`src/rtl/serial_frame_pkg.sv`:
```
// Shared types and line-level constants for the serial frame receiver.
package serial_frame_pkg;

    typedef enum logic [1:0] {
        IDLE   = 2'd0,
        DATA   = 2'd1,
        PARITY = 2'd2,
        STOP   = 2'd3
    } state_e;

    localparam logic START_BIT  = 1'b0;
    localparam logic STOP_BIT   = 1'b1;
    localparam logic IDLE_LEVEL = 1'b1;

endpackage

```
`src/rtl/serial_frame_rx.sv`:
```
// Serial frame receiver: start bit, DATA_W bits LSB-first, optional parity,
// stop bit. One bit per clock; good words are presented with a one-cycle
// rx_vld pulse, bad frames raise one-cycle par_err / frm_err pulses.
//
//   state  | meaning
//   -------+-----------------------------------------------------------
//   IDLE   | line idle, waiting for a 0 start bit
//   DATA   | shifting data bits into shreg, LSB first
//   PARITY | sampling parity bit, latching par_bad
//   STOP   | sampling stop bit, issuing rx_vld / par_err / frm_err
module serial_frame_rx
    import serial_frame_pkg::*;
#(
    parameter int DATA_W     = 8,
    parameter int PARITY_EN  = 1,
    parameter int PARITY_ODD = 0
) (
    input  logic              clk,
    input  logic              rstn,
    input  logic              din,
    output logic [DATA_W-1:0] rx_data,
    output logic              rx_vld,
    output logic              par_err,
    output logic              frm_err,
    output logic              busy
);

    localparam int CNT_W = $clog2(DATA_W);

    localparam logic [1:0] ST_IDLE   = IDLE;
    localparam logic [1:0] ST_DATA   = DATA;
    localparam logic [1:0] ST_PARITY = PARITY;
    localparam logic [1:0] ST_STOP   = STOP;

    localparam logic       HAS_PAR   = (PARITY_EN != 0);
    localparam logic       ODD_PAR   = (PARITY_ODD != 0);

    logic [1:0]        state;
    logic [DATA_W-1:0] shreg;
    logic [CNT_W-1:0]  bit_cnt;
    logic              par_bad;

    // Frame sequencing, data capture and registered status pulses.
    always_ff @(posedge clk or negedge rstn) begin
        if (!rstn) begin
            state   <= ST_IDLE;
            shreg   <= '0;
            bit_cnt <= '0;
            par_bad <= 1'b0;
            rx_data <= '0;
            rx_vld  <= 1'b0;
            par_err <= 1'b0;
            frm_err <= 1'b0;
        end else begin
            rx_vld  <= 1'b0;
            par_err <= 1'b0;
            frm_err <= 1'b0;
            case (state)
                ST_IDLE: begin
                    if (din == START_BIT) begin
                        state   <= ST_DATA;
                        bit_cnt <= '0;
                        par_bad <= 1'b0;
                    end
                end
                ST_DATA: begin
                    shreg <= {din, shreg[DATA_W-1:1]};
                    // Counter holds on the last bit so it never wraps.
                    if (bit_cnt == CNT_W'(DATA_W - 1)) begin
                        state <= HAS_PAR ? ST_PARITY : ST_STOP;
                    end else begin
                        bit_cnt <= bit_cnt + CNT_W'(1);
                    end
                end
                ST_PARITY: begin
                    par_bad <= HAS_PAR & ((^shreg) ^ din ^ ODD_PAR);
                    state   <= ST_STOP;
                end
                ST_STOP: begin
                    if (din == STOP_BIT) begin
                        if (!par_bad) begin
                            rx_data <= shreg;
                            rx_vld  <= 1'b1;
                        end else begin
                            par_err <= 1'b1;
                        end
                    end else begin
                        frm_err <= 1'b1;
                        par_err <= par_bad;
                    end
                    // Always back to IDLE: a 0 stop bit never starts a frame.
                    state <= ST_IDLE;
                end
                default: state <= ST_IDLE;
            endcase
        end
    end

    // Busy is a decode of the registered state.
    always_comb begin
        busy = (state != ST_IDLE);
    end

endmodule

```
`config.mk`:
```
export PLATFORM = sky130hd
export DESIGN_NAME = serial_frame_rx
export DESIGN_NICKNAME = d
export VERILOG_FILES = /design/src/rtl/serial_frame_pkg.sv /design/src/rtl/serial_frame_rx.sv
export SDC_FILE = /design/constraint.sdc
export NUM_CORES = 1
export LEC_CHECK = 0
export ABC_CLOCK_PERIOD_IN_PS = 1500
export CORE_UTILIZATION = 47
export DETAILED_ROUTE_END_ITERATION = 6
export HOLD_SLACK_MARGIN = 0.1
export PLACE_DENSITY = 0.74
export SKIP_CTS_REPAIR_TIMING = 1
export SLEW_MARGIN = 20
export SYNTH_ARGS = -nofsm -noshare
export SYNTH_HDL_FRONTEND = slang
export SYNTH_SLANG_ARGS = --single-unit
```
`constraint.sdc`:
```
create_clock -name clk -period 1.5 [get_ports clk]
set_input_delay 0.3 -clock clk [delete_from_list [all_inputs] [get_ports clk]]
set_output_delay 0.3 -clock clk [all_outputs]
set_load 0.005 [all_outputs]
```
==> results.ini <==
[yosys]
synth_edf_count=0
seq_area_frac_synth_pct=55.6
yosys.area.top_type=dfrtp_1
synthCells=101
synth-adder-area-share_pct=7.79
synth.mux.area_fraction_pct=9.90
synthTopCellsByArea=dfrtp_1 56%, nand2_1 9.7%, mux2_2 9.0%
synth_xor_area_share_pct=5.45
synth.most_common_cell=nand2_1
synth_top_family_by_area=simple AND/OR/NAND/NOR gates
synth_seq_cells=25
synth_compound_area_share_pct=5.56
synth_nets=111
yosysUniqueCellTypes=20
syn_avg_cell_area_um2=11.1
yosys.area_share.simple_pct=13.3
syn_area_mm2=0.00112
yosysTopAreaCellShare_pct=55.6
yosys_warnings=0
yosys-top-cells-count=29 x nand2_1, 25 x dfrtp_1, 9 x mux2_2, 7 x ha_1, 7 x xnor2_1
ys.flop_type=dfrtp_1
synthArstFlopShare_pct=100

[detailed_routing]
ant_nets=0
viasPerCell=4.83
routedWlPerCell_um=12.8
drt_iter0_drc=5
drt_first_pass_iters=4
vias=783
drc=0
drt-total-wl_mm=2.08

[pwr]
finalPower_mw=3.33
p_leak_nw=0.842
switching_share_pct=36.2
switchingPower_mw=1.20
p_comb_share_pct=54.4
peakVddDrop_v=0.00114
clkPwrFrac_pct=8.9
seq_power_share_pct=36.7
p_per_area_mw_per_mm2=2190
p_int_mw=2.12

[cts]
clockBufferDepth=2
cts_made_buffers=3
cts.sinks=25
root_buffer=clkbuf_4
cts_tree=done
insertion_delay_ns=0.31
htreeDepth=1
clkSlewWorstSetupHoldPaths_ns=0.13

[setup_path]
critPathKind=flip-flop to output port
cp-end-kind=output port
required_ns=1.20
critPathMaxFanout=2
crit_path_top_delay_cell=dfrtp_1
path_cells=inv_2 > ha_4 > inv_1 > dlymetal6s2s_1
worst_setup_path_start_kind=flip-flop
cp.arrival_ns=1.14
slowest_delay_ns=0.42

[sta]
fmax_mhz=694
worstMarginPinSlew_ns=0.309
fin_crit_sh_pct=96.1
tns_ns=0
setup_viol=0
skew_ns=0.00171
hold_viol_final=0
whs_ns=0.329
period_needed_ns=1.44
maxSlewViolCount=0
timing.final.ws_setup_ns=0.0585
rsz0062_at_grt=yes
slew_headroom_pct=79.4

[finish]
regArea_um2=626
drive_gt1_share_pct=29.1
num_antenna_cells=0
multi_input_area_um2=518
instances_no_fill=162
nFillCells=168
fin_nets=145
area_growth_pct=34.9
final_area_mm2=0.00152
final_core_util_pct=68.0

[global_route]
grt_first_pass_wirelength_mm=3.55
grt.total_usage_pct=18.5
gr-total-overflow=0
antenna_found_initial=0
grt_max_degree=26
grt_pass1_vias=830

[place]
placed_cell_area_mm2=0.00138
dp_cells=153
place_ws_ns=-0.0965
port_buffers=14
dpl.hpwl_mm=1.50
gp_congestion=0.724

[die]
rows=17
core_mm2=0.00223
io_pins=15
die_w_um=50.9
die_y_um=50.9
dieArea_mm2=0.00259
start_util_pct=50.4

[job]
cap_violations=0

[min_path]
hold_class=input port to async pin

[status]
outcome=completed

==> per-layer routing <==
layer	track usage, %	part of all wire, %
met4	5.56	0.91
met3	2.68	2.0
met1	21.8	44
met5	0	0
met2	34.4	53
==> path summary, 6_finish.rpt <==
| check | startpoint | end | slack (ns) | cells past startpoint |
|---|---|---|---|---|
| worst max-delay path | state[0]$_DFFE_PN0P_ | busy | 0.06 | 4 |
| worst min-delay path | rstn | rx_vld$_DFF_PN0_ | 0.33 | 2 |
| worst max register to register | bit_cnt[0]$_DFFE_PN0P_ | state[1]$_DFFE_PN0P_ | 0.09 | 4 |
| worst min register to register | rx_data[3]$_DFFE_PN0P_ | rx_data[3]$_DFFE_PN0P_ | 0.49 | 2 |
| max in group asynchronous | rstn | state[1]$_DFFE_PN0P_ | 0.94 | 2 |
| min in group clk | rx_data[3]$_DFFE_PN0P_ | rx_data[3]$_DFFE_PN0P_ | 0.49 | 2 |
==> state kept, by name, indices dropped and copies added (netlist names) <==
register  count
shreg         8
state         2
par_bad       1
frm_err       1
rx_vld        1
rx_data       8
par_err       1
bit_cnt       3
==> cells by family after synthesis <==
kind of cell / count (synthesis)
buffers and inverters: 6
muxes: 10
xor gates and xnor gates: 7
DFF: 25
and+or+nand+nor: 35
adders and majority gates: 7
AOI/OAI and AO/OA: 11
==> placed cells by master (no fill, tap or decap), types with 3 or more instances in the layout <==
| master | n |
|---|---|
| dfrtp_1 | 25 |
| ha_1 | 4 |
| buf_4 | 16 |
| mux2_2 | 9 |
| inv_2 | 3 |
| nand2_1 | 28 |
| o21ai_0 | 3 |
| dlymetal6s2s_1 | 12 |
| xnor2_1 | 7 |
| clkbuf_4 | 3 |
==> final cells by class <==
cell class | count | share of cell area [%]
clock buffer | 3 | 1.48
clock inverter | 1 | 0.495
inverter | 5 | 1.24
multi-input combinational | 70 | 34.1
sequential | 25 | 41.2
tap | 28 | 2.31
timing repair buffer | 30 | 19.1
==> power by group through the flow <==
| stage | clock, mW | combinational (mW) | sequential [mW] |
|---|---|---|---|
| 2_1_floorplan | 0 | 1.04 | 1.21 |
| 3_3_place_gp | 0 | 1.63 | 1.20 |
| 3_5_place_dp | 0 | 1.68 | 1.23 |
| 4_1_cts | 0.314 | 1.69 | 1.21 |
| 5_1_grt | 0.335 | 2.04 | 1.26 |
| 6_report | 0.296 | 1.81 | 1.22 |
==> worst max-delay path, delay by kind of cell, from the launching register on <==
| family | cells | cell delay [ns] |
|---|---|---|
| DFF | 1 | 0.42 |
| buffers and inverters | 3 | 0.28 |
| adders and majority gates | 1 | 0.13 |
(Power assumes the default switching activity.)
